===== src/rtl/axis_merger_pkg.sv =====
// axis_merger_pkg: arbiter states and source/arbitration constants for the AXIS packet merger
package axis_merger_pkg;
  typedef enum logic [1:0] {ST_IDLE, ST_GRANT0, ST_GRANT1} arb_state_t;
  localparam logic SRC_S00   = 1'b0;
  localparam logic SRC_S01   = 1'b1;
  localparam logic ARB_RR    = 1'b0;
  localparam logic ARB_FIXED = 1'b1;
endpackage


===== src/rtl/axis_reg_slice.sv =====
// axis_reg_slice: 2-entry skid buffer; in_ready is a flop, out_* are flops, 1-cycle latency
module axis_reg_slice #(
  parameter int PW = 8
) (
  input  logic          clk,
  input  logic          rst_n,
  input  logic          in_valid,
  output logic          in_ready,
  input  logic [PW-1:0] in_payload,
  output logic          out_valid,
  input  logic          out_ready,
  output logic [PW-1:0] out_payload
);
  logic          skid_valid;
  logic [PW-1:0] skid_payload;
  assign in_ready = !skid_valid;
  always_ff @(posedge clk or negedge rst_n)
    if (!rst_n) begin
      out_valid    <= 1'b0;
      out_payload  <= '0;
      skid_valid   <= 1'b0;
      skid_payload <= '0;
    end else if (out_ready || !out_valid) begin
      out_valid   <= skid_valid || in_valid;
      out_payload <= skid_valid ? skid_payload : in_payload;
      skid_valid  <= 1'b0;
    end else if (in_valid && !skid_valid) begin
      skid_valid   <= 1'b1;
      skid_payload <= in_payload;
    end
endmodule


===== src/rtl/axis_packet_merger.sv =====
// axis_packet_merger: 2:1 whole-packet AXIS merger (round-robin or fixed priority).
// Define AXIS_MERGER_SRC_ID_EN to add m00_axis_tid carrying the source index of each beat.
module axis_packet_merger
  import axis_merger_pkg::*;
#(
  parameter int AXIS_TDATA_WIDTH = 32
) (
  input  logic                          axis_aclk,
  input  logic                          axis_aresetn,
  input  logic                          arb_priority,
  output logic                          s00_axis_tready,
  input  logic [AXIS_TDATA_WIDTH-1:0]   s00_axis_tdata,
  input  logic [AXIS_TDATA_WIDTH/8-1:0] s00_axis_tstrb,
  input  logic                          s00_axis_tlast,
  input  logic                          s00_axis_tvalid,
  output logic                          s01_axis_tready,
  input  logic [AXIS_TDATA_WIDTH-1:0]   s01_axis_tdata,
  input  logic [AXIS_TDATA_WIDTH/8-1:0] s01_axis_tstrb,
  input  logic                          s01_axis_tlast,
  input  logic                          s01_axis_tvalid,
  output logic                          m00_axis_tvalid,
  output logic [AXIS_TDATA_WIDTH-1:0]   m00_axis_tdata,
  output logic [AXIS_TDATA_WIDTH/8-1:0] m00_axis_tstrb,
  output logic                          m00_axis_tlast,
  input  logic                          m00_axis_tready
`ifdef AXIS_MERGER_SRC_ID_EN
  ,
  output logic                          m00_axis_tid
`endif
);
`ifdef AXIS_MERGER_SRC_ID_EN
  localparam int IDW = 1;
`else
  localparam int IDW = 0;
`endif
  localparam int PW = AXIS_TDATA_WIDTH + AXIS_TDATA_WIDTH / 8 + 1 + IDW;
  arb_state_t    state;
  logic          rr_last, sel, in_valid, in_last, slice_in_ready;
  logic [PW-1:0] in_payload, out_payload;
  assign sel             = state == ST_GRANT1;
  assign s00_axis_tready = state == ST_GRANT0 && slice_in_ready;
  assign s01_axis_tready = state == ST_GRANT1 && slice_in_ready;
  assign in_valid        = sel ? s01_axis_tvalid && s01_axis_tready : s00_axis_tvalid && s00_axis_tready;
  assign in_last         = sel ? s01_axis_tlast : s00_axis_tlast;
`ifdef AXIS_MERGER_SRC_ID_EN
  assign in_payload = {sel, in_last, sel ? s01_axis_tstrb : s00_axis_tstrb, sel ? s01_axis_tdata : s00_axis_tdata};
  assign {m00_axis_tid, m00_axis_tlast, m00_axis_tstrb, m00_axis_tdata} = out_payload;
`else
  assign in_payload = {in_last, sel ? s01_axis_tstrb : s00_axis_tstrb, sel ? s01_axis_tdata : s00_axis_tdata};
  assign {m00_axis_tlast, m00_axis_tstrb, m00_axis_tdata} = out_payload;
`endif
  // rr_last records the source that completed the most recent packet; reset favours s00
  always_ff @(posedge axis_aclk or negedge axis_aresetn)
    if (!axis_aresetn) begin
      state   <= ST_IDLE;
      rr_last <= SRC_S01;
    end else
      case (state)
        ST_IDLE:
          if (s00_axis_tvalid && s01_axis_tvalid)
            state <= (arb_priority == ARB_FIXED || rr_last == SRC_S01) ? ST_GRANT0 : ST_GRANT1;
          else if (s00_axis_tvalid)
            state <= ST_GRANT0;
          else if (s01_axis_tvalid)
            state <= ST_GRANT1;
        default:
          if (in_valid && in_last) begin
            state   <= ST_IDLE;
            rr_last <= sel;
          end
      endcase
  axis_reg_slice #(.PW(PW)) u_slice (
    .clk        (axis_aclk),
    .rst_n      (axis_aresetn),
    .in_valid   (in_valid),
    .in_ready   (slice_in_ready),
    .in_payload (in_payload),
    .out_valid  (m00_axis_tvalid),
    .out_ready  (m00_axis_tready),
    .out_payload(out_payload)
  );
endmodule


===== config.mk =====
export PLATFORM = sky130hd
export DESIGN_NAME = axis_packet_merger
export DESIGN_NICKNAME = d
export VERILOG_FILES = /design/src/rtl/axis_merger_pkg.sv /design/src/rtl/axis_reg_slice.sv /design/src/rtl/axis_packet_merger.sv
export SDC_FILE = /design/constraint.sdc
export NUM_CORES = 1
export LEC_CHECK = 0
export BUFFER_PORTS_ARGS = -buffer_cell sky130_fd_sc_hd__buf_4
export CAP_MARGIN = 5
export CORE_MARGIN = 3
export CORE_UTILIZATION = 52
export DETAILED_ROUTE_END_ITERATION = 12
export GPL_TIMING_DRIVEN = 0
export PLACE_DENSITY = 0.8
export SKIP_LAST_GASP = 1
export SLEW_MARGIN = 10
export SYNTH_ARGS = -nofsm -noshare
export SYNTH_HDL_FRONTEND = slang
export SYNTH_SLANG_ARGS = --single-unit

===== constraint.sdc =====
create_clock -name axis_aclk -period 2.05 [get_ports axis_aclk]
set_input_delay 0.41 -clock axis_aclk [delete_from_list [all_inputs] [get_ports axis_aclk]]
set_output_delay 0.41 -clock axis_aclk [all_outputs]
set_load 0.05 [all_outputs]

# [Word level (Yosys, flattened, before mapping)]
# Cells that the tools add are included.
[op_classes] n_eq_ne=3 n_mux=13 reduce_logical=18 bitwise_logic=2
[op_table] operator="two-way mux 37 bit" n=1
[op_table] operator="two-way mux 32 bit" n=1
[op_table] operator="two-way mux 2 bit" n=6
[op_table] operator="logical AND 1 bit" n=7
[op_table] operator="AND reduction 2 bit" n=3
[op_table] operator="two-way mux 1 bit" n=4
[op_table] operator="two-way mux 4 bit" n=1
[op_table] operator="!= test 4 bit (second input constant)" n=1
[op_table] operator="nonzero test 2 bit" n=2
[op_table] operator="logical OR 1 bit" n=3
[op_table] operator="equality test 2 x 1 -> 1 bit (second input constant)" n=1
[op_table] operator="equality test 2 bit (second input constant)" n=1
[op_table] operator="logical NOT 1 bit" n=2
[op_table] operator="logical NOT 2 bit" n=1
[op_table] operator="NOT 1 bit" n=2
[totals] out_inout_bits=40 ff_bits=79

# [Logic depth before layout (Yosys ltp)]
# Gate-level depths: netlist (run 1).
[logic_depth] word_depth=7 ltp_mapped=6 mapped_depth_nobuf=3

# [Modules after synthesis]
# Synthesis (run 1) repeated with hierarchy kept, for this count alone.
[unflattened] hier_cells=347 hier_area_um2=4087.7
[modules_own_cells] mod="axis_reg_slice" instances=1 seq_area_each_um2=1901.8 area_per_inst_um2=3392.0 cells_each=205
[modules_own_cells] mod="axis_packet_merger" instances=1 seq_area_each_um2=76.3 area_per_inst_um2=695.7 cells_each=142

# [Least setup slack after synthesis (run 1)]
# OpenSTA, ideal clock, no wires.
[synth_path] path_type="reg2reg" from="register u_slice.skid_valid" to="register state[0]" arrival_time_ns=2.304 stages_incl_launch_ff=6 path_buffers=2 setup_slack_ns=-0.372 required_time_ns=1.931 setup_ns=0.119 cell_sequence="dfrtp_1 clkbuf_1 clkbuf_1 nor3b_1 nand3_1 o21a_1"
[synth_between] elab_chain_len=7 word_cells_on_any_way=9
[synth_lines] item="from (decl)" line="axis_reg_slice.sv:14" source="logic skid_valid;"
[synth_lines] item="from (signal assigned)" line="axis_reg_slice.sv:21" source="skid_valid <= 1'b0;"
[synth_lines] item="from (signal assigned)" line="axis_reg_slice.sv:26" source="skid_valid <= 1'b0;"
[synth_lines] item="from (signal assigned)" line="axis_reg_slice.sv:28" source="skid_valid <= 1'b1;"
[synth_lines] item="logical NOT 1 bit" line="axis_reg_slice.sv:16" source="assign in_ready = !skid_valid;"
[synth_lines] item="logical AND 1 bit" line="axis_packet_merger.sv:41" source="assign s00_axis_tready = state == ST_GRANT0 && slice_in_ready;"
[synth_lines] item="via s00_axis_tready" line="axis_packet_merger.sv:11" source="output logic s00_axis_tready,"
[synth_lines] item="logical AND 1 bit" line="axis_packet_merger.sv:43" source="assign in_valid = sel ? s01_axis_tvalid && s01_axis_tready : s00_axis_tvalid && s00_axis_tready;"
[synth_lines] item="two-way mux 1 bit" line="axis_packet_merger.sv:43"
[synth_lines] item="logical AND 1 bit" line="axis_packet_merger.sv:67" source="if (in_valid && in_last) begin"
[synth_lines] item="nonzero test 2 bit (no source line)"
[synth_lines] item="AND reduction 2 bit (no source line)"
[synth_lines] item="to (signal assigned)" line="axis_packet_merger.sv:61" source="state <= (arb_priority == ARB_FIXED || rr_last == SRC_S01) ? ST_GRANT0 : ST_GRANT1;"
[synth_lines] item="to (decl)" line="axis_packet_merger.sv:37" source="arb_state_t state;"
# The timed path passes the listed nets, and every way through them passes these cells.
# A chain may end at the register's enable or synchronous reset.

# [Worst setup path in the final report (run 1)]
[layout_path] from="register state[1]" to="output port s00_axis_tready"
[layout_between] elab_chain_len=2
[layout_lines] item="equality test 2 x 1 -> 1 bit" line="axis_packet_merger.sv:41"
[layout_lines] item="logical AND 1 bit" line="axis_packet_merger.sv:41"
[layout_lines] item="to (decl)" line="axis_packet_merger.sv:11"
# No other way between the ends.

==> results of run 1 <==
## synth_stat cells
master     n  share of area, %
dfrtp_1   78                47
o21ai_0   75               9.0
nand2_1   38               3.4
a211oi_1  37               6.7
a21o_1    37               6.7
and3b_1   37               7.8
clkbuf_1  28               2.5
mux2_2    27               7.3
mux2_4    10               3.6
nor2_1     4              0.36
buf_2      3              0.36
buf_6      3              0.81
nand2b_1   3              0.45
and3_1     2              0.30
buf_1      2              0.18
inv_1      2              0.18
nand3b_4   2              0.96
o21a_1     2              0.36
a211oi_4   1              0.48
a21oi_1    1              0.12
a31oi_1    1              0.15
dfstp_2    1              0.63
nand3_1    1              0.12
nor2b_1    1              0.15
nor3b_1    1              0.18
## area by class of cell
class	count	share of cell area, %
multi-input combinational	280	37.1
sequential	79	36.6
clock inverter	6	1.57
inverter	2	0.139
tap	99	2.29
buffer	35	3.01
clock buffer	10	2.36
timing repair buffer	122	16.9
## worst max path at each step
stage,end,depth (start not counted)
2_1_floorplan,s01_axis_tready,4
3_3_place_gp,u_slice.skid_payload[25],5
3_5_place_dp,u_slice.skid_payload[28],5
4_1_cts,s01_axis_tready,4
5_1_grt,s00_axis_tready,3
6_report,s00_axis_tready,3
## per-stage QoR
step           setup TNS [ns]  worst slack (ns)  std cells
2_1_floorplan               0            0.0428        397
3_3_place_gp            -1.10           -0.0440        615
3_5_place_dp            -1.11           -0.0521        615
4_1_cts               -0.0195           -0.0195        630
5_1_grt               -0.0307           -0.0307        633
6_report                    0            0.0445        633
## power by group through the flow
stage               combinational [W]  clock (W)  sequential [W]
finish                        0.00475    0.00126         0.00277
global route                  0.00509    0.00134         0.00286
CTS                           0.00474    0.00126         0.00276
detailed placement            0.00474          0         0.00279
global placement              0.00464          0         0.00275
floorplan                     0.00203          0         0.00403
## state kept, by name (all words and copies together) (netlist names)
signal	cells
u_slice.out_payload	37
rr_last	1
u_slice.skid_payload	37
state	2
u_slice.out_valid	1
u_slice.skid_valid	1
## metal layers
layer,vias up,part of all wire [%],global-route usage (%)
li1,1716,-,-
met1,1772,42,33.6
met2,135,50,41.1
met3,9,6.5,3.71
met4,0,0.96,7.69
met5,-,0,0
## worst register-to-register path, stage by stage (launching register included)
cell and delay (ns):
dfrtp_1 0.39, nand2b_1 0.20, clkbuf_1 0.42, clkbuf_1 0.37, o21ai_0 0.18, o21ai_0 0.19
## repair_timing
| action | in CTS | in global routing |
|---|---|---|
| pin swaps | 0 | 1 |
| resized for setup | 3 | 6 |
| setup buffers | 0 | 3 |
| hold endpoints to repair | 0 | 0 |
| setup endpoints to repair | 2 | 32 |
| hold buffers | 0 | 0 |
## cell families (layout without fill, tap and decap cells)
family                 after synthesis  in the layout  synth area share, %
AOI/OAI and AO/OA                  154            154                 23.5
DFF                                 79             79                 47.7
and+or+nand+nor                     89             89                 13.8
buffers and inverters               38            175                 4.07
muxes                               37             37                 10.9
==> results.py, run 1 <==
metrics = {
    "outcome": {
        "outcome": "finished, final reports clean",
    },
    "setup_path": {
        "rr_startpoint": "u_slice.out_valid",
        "crit_required_ns": 1.64,
        "ff2ff_setup_slack_ns": 0.22,
        "worst_setup_path_start_kind": "flop",
        "cpPeakStageDelay_ns": 0.46,
        "cp_num_buf_inv": 2,
        "cp_max_fo": 10,
        "reg2reg_depth": 5,
        "path_delay_family": "buffers and inverters",
        "cp_slowest_cell": "dfrtp_1",
        "worstSetupStartpoint": "state[1]",
        "end_kind": "output pin",
        "cp.arrival_ns": 1.60,
        "r2r-end": "u_slice.out_payload[26]",
        "path_class": "reg2out",
        "path_cells": "buf_1 > nor3b_2 > buf_4",
    },
    "finish": {
        "layout-drive-gt1-share_pct": 35.2,
        "seq_area_um2": 1980,
        "multi_input_area_um2": 2010,
        "fillers": 572,
        "final_common_cell": "buf_4",
        "final_cell_mix": "buf_4, dfrtp_1, o21ai_0",
        "layout.nets": 609,
        "utilization_pct": 72.3,
        "num_antenna_cells": 0,
        "area_delta_synth_final_pct": 30.4,
        "final_area_um2": 5410,
    },
    "clock_tree": {
        "cts_root_buffer": "clkbuf_8",
        "cts.htree.levels": 3,
        "clk_path_buf_depth": 2,
        "insertion_delay_ns": 0.35,
        "path_clk_slew_ns": 0.09,
        "tritoncts": "done",
        "cts_buffers": 9,
        "cts.sinks": 79,
    },
    "logic_synthesis": {
        "syn_avg_cell_area_um2": 10.5,
        "synth_fp_nets": 477,
        "ys_seq_elements": 79,
        "synth-warning-count": 0,
        "ys_seq_area_share_pct": 47.7,
        "syn-cell-area_um2": 4150,
        "synth_cell_types": 25,
        "synthCells": 397,
    },
    "power": {
        "internal-power_w": 0.00482,
        "total_power_w": 0.00877,
        "pwr-share-seq_pct": 31.5,
        "clkPwrFrac_pct": 14.4,
        "p_leak_nw": 2.74,
        "p_per_area_nw_per_um2": 1620,
        "ir_drop_uv": 870,
        "switching_power_w": 0.00396,
        "p_comb_share_pct": 54.1,
        "p_sw_share_pct": 45.1,
    },
    "global_routing": {
        "grt_max_degree": 80,
        "track_usage_pct": 24.8,
        "antenna_found_initial": 0,
        "grt_first_pass_wirelength_um": 17500,
        "grt_pass1_vias": 3619,
        "grt_overflow": 0,
    },
    "floorplan": {
        "initial_utilization_pct": 55.4,
        "die_w_um": 95.3,
        "die_h_um": 95.3,
        "coreArea_um2": 7490,
        "ios": 120,
        "rows": 31,
        "die_area_um2": 9090,
    },
    "routing": {
        "vias": 3632,
        "drtIter0Drc": 184,
        "wl_per_cell_um": 17.5,
        "firstDrtPassIters": 5,
        "via_per_inst": 5.74,
        "drtAntennaViolNets": 0,
        "drc_errors": 0,
        "drt_wl_total_um": 11100,
    },
    "place": {
        "gp_congestion": 0.796,
        "hpwlAfterDp_um": 7780,
        "post_dp_cell_area_um2": 5170,
        "port_buffers": 119,
    },
    "sta": {
        "finalHoldViolations": 0,
        "finalMaxSlewViolations": 0,
        "setup_viol": 0,
        "skew_ns": 0.0146,
        "rsz0062_at_grt": "yes",
        "holdWs_ns": 0.204,
        "worst_pin_slew_ns": 0.989,
        "max_freq_mhz": 499,
        "post-route-period-util_pct": 97.8,
        "fin_crit_ns": 2.01,
        "slew_headroom_pct": 34.1,
    },
    "min_path": {
        "worstHoldPathType": "in2async",
    },
    "flow_run": {
        "cap_viol_max_count": 0,
    },
}
No activity file was read; power rests on OpenSTA's default activity.
==> run 2, diff against run 1 <==
--- a/config.mk
+++ b/config.mk
@@ -5,13 +5,14 @@
 export SDC_FILE = /design/constraint.sdc
 export NUM_CORES = 1
 export LEC_CHECK = 0
+export ABC_AREA = 1
 export BUFFER_PORTS_ARGS = -buffer_cell sky130_fd_sc_hd__buf_4
 export CAP_MARGIN = 5
-export CORE_MARGIN = 3
+export CORE_MARGIN = 2
 export CORE_UTILIZATION = 52
 export DETAILED_ROUTE_END_ITERATION = 12
 export GPL_TIMING_DRIVEN = 0
-export PLACE_DENSITY = 0.8
+export PLACE_DENSITY = 0.81
 export SKIP_LAST_GASP = 1
 export SLEW_MARGIN = 10
 export SYNTH_ARGS = -nofsm -noshare
==> run 2 against run 1 <==
Effect of this change:
- critical path depth up 1
- clock-buffer cell count up 2
- first-iteration DRC count up 62%
- largest cell class is now sequential cells
- sequential power down 1%
- highest routed layer unchanged
- cell area down 4.1%
- via count up 11%
- largest power group unchanged
==> results.py, run 2 <==
metrics = {
    "logic_synthesis": {
        "ys_seq_elements": 79,
        "synth_fp_nets": 602,
        "syn-cell-area_um2": 3970,
        "ys_seq_area_share_pct": 49.8,
        "synth_top_cell_by_area": "dfrtp_1",
        "syn_avg_cell_area_um2": 7.60,
        "yosysTopAreaCellShare_pct": 49.2,
        "synth_flop_cell": "dfrtp_1",
        "yosysMostFrequentCell": "nand2_1",
        "synth-async-reset-ratio_pct": 100,
        "synth_cell_types": 24,
        "synthTopCellsByCount": "nand2_1, dfrtp_1, a21oi_1, nand3_1, nor2_1",
        "synthCells": 522,
        "synth-edff-count": 0,
        "synth-warning-count": 0,
        "synth_area_leaders": "dfrtp_1, nand2_1, a21oi_1, nand3_1, nor2_1",
    },
    "place": {
        "gp_congestion": 0.886,
        "placed_cells": 740,
        "port_buffers": 119,
        "hpwlAfterDp_um": 7800,
    },
    "sta": {
        "worst_pin_slew_ns": 0.993,
        "finalHoldViolations": 0,
        "max_freq_mhz": 511,
        "setup_viol": 0,
        "post-route-period-util_pct": 95.5,
        "finalMaxSlewViolations": 0,
        "skew_ns": 0.0114,
        "fin_crit_ns": 1.96,
        "slew_headroom_pct": 33.8,
    },
    "global_routing": {
        "antenna_found_initial": 0,
        "grt_pass1_vias": 3942,
        "track_usage_pct": 27.3,
        "grt_max_degree": 80,
        "use_met1_pct": 37.0,
        "grt_overflow": 0,
        "grtUsageMet2_pct": 43.8,
        "busiest_layer": "met2",
        "grt_first_pass_wirelength_um": 18200,
        "grt_use_met3_pct": 4.81,
    },
    "routing": {
        "vias": 4042,
        "wl_per_cell_um": 14.5,
        "drc_errors": 0,
        "firstDrtPassIters": 5,
        "drtIter0Drc": 298,
        "via_per_inst": 5.35,
        "drt_wl_total_um": 11000,
        "drtAntennaViolNets": 0,
    },
    "clock_tree": {
        "cts_buffers": 9,
        "hold_buffers": 0,
        "cts_root_buffer": "clkbuf_8",
        "cts_resized": 0,
        "cts.sinks": 79,
        "cts.htree.levels": 3,
        "insertion_delay_ns": 0.36,
        "clk_path_buf_depth": 2,
        "post-cts-setup-buffers": 0,
        "tritoncts": "done",
        "path_clk_slew_ns": 0.08,
    },
    "floorplan": {
        "die_h_um": 91.4,
        "die_area_um2": 8350,
        "ios": 120,
        "initial_utilization_pct": 54.1,
        "coreArea_um2": 7330,
        "rows": 31,
        "die_w_um": 91.4,
    },
    "finish": {
        "seq_area_um2": 1980,
        "multi_input_area_um2": 1740,
        "layout-drive-gt1-share_pct": 27.5,
        "reg_top3": "u_slice.out_payload (37), u_slice.skid_payload (37), state (2)",
        "fillers": 606,
        "num_antenna_cells": 0,
        "fin_cells": 756,
        "area_delta_synth_final_pct": 30.7,
        "utilization_pct": 70.8,
        "layout.nets": 732,
        "final_common_cell": "nand2_1",
        "final_cell_mix": "nand2_1, buf_4, dfrtp_1",
    },
    "setup_path": {
        "worst_setup_path_start_kind": "flop",
        "cp.arrival_ns": 1.55,
        "worstSetupStartpoint": "u_slice.skid_valid",
        "crit_required_ns": 1.64,
        "cp_max_fo": 10,
        "rr_startpoint": "u_slice.out_valid",
        "end_kind": "output pin",
        "path_class": "reg2out",
    },
    "flow_run": {
        "cap_viol_max_count": 0,
    },
    "outcome": {
        "outcome": "finished, final reports clean",
    },
    "power": {
        "p_per_area_nw_per_um2": 1700,
        "p_leak_nw": 2.82,
        "ir_drop_uv": 951,
    },
    "min_path": {
        "worstHoldPathType": "in2async",
    },
}
==> run 2: cell count changes in the layout (fill, tap and decap cells not counted), moves of 17 or more <==
cell	before	now
a21oi_1	1	74
o21ai_0	75	2
nand2_1	38	193
nand3_1	1	74
clkbuf_1	25	8
and3b_1	37	0
mux2_2	27	0
nor2_1	4	40
buf_2	2	24
a21o_1	37	0
a211oi_1	37	0
==> run 2: logic make-up (layout without fill, tap and decap cells) <==
| logic type | Yosys count | in the layout | share of synthesized area [%] |
|---|---|---|---|
| and+or+nand+nor | 318 | 318 | 33.6 |
| DFF | 79 | 79 | 49.8 |
| AOI/OAI and AO/OA | 78 | 78 | 9.90 |
| buffers and inverters | 47 | 182 | 6.62 |
==> run 2: cell type report <==
type / instances / area share [%]
Buffer: 41 / 4.63
Clock inverter: 4 / 0.868
Timing Repair Buffer: 119 / 17.3
Tap cell: 99 / 2.39
Sequential cell: 79 / 38.1
Multi-Input combinational cell: 396 / 33.4
Inverter: 6 / 0.434
Clock buffer: 12 / 2.80
==> run 2: stage by stage <==
stage	instance area (um^2)	setup WS, ns	hold WS, ns	power, W	setup TNS (ns)
floorplan	3970	0.192	0.114	0.00614	0
global placement	4990	0.482	0.454	0.00753	0
detailed placement	4990	0.470	0.459	0.00765	0
CTS	5180	0.0592	0.246	0.00879	0
global route	5190	-0.000138	0.289	0.00937	-0.000138
finish	5190	0.0933	0.211	0.00880	0
==> run 2: worst paths after layout <==
kind | depth (start not counted) | slack [ns] | to
worst max-delay path | 4 | 0.09 | s00_axis_tready
worst min-delay path | 1 | 0.21 | u_slice.out_payload[10]
worst max register to register | 7 | 0.60 | u_slice.out_payload[21]
worst min register to register | 2 | 0.47 | rr_last
max in group asynchronous | 1 | 1.15 | state[0]
min in group axis_aclk | 5 | 0.40 | state[1]
==> run 2: power breakdown <==
part,leakage (nW),switching [W],internal (W)
sequential,0.959,0.000425,0.00231
clock,0.100,0.000555,0.000591
combinational,1.76,0.00341,0.00152
total,2.82,0.00439,0.00441
==> run 2: worst max-delay path: stages, from the launching register on <==
cell      delay [ns]
dfrtp_1         0.38
buf_6           0.13
clkbuf_1        0.25
nor3_2          0.23
buf_4           0.21
==> run 2: routing by layer <==
| metal | up-vias | routed length (um) |
|---|---|---|
| met2 | 184 | 5200 |
| met4 | 0 | 242 |
| met1 | 1880 | 4620 |
| met5 | - | 0 |
| met3 | 22 | 904 |
| li1 | 1956 | - |
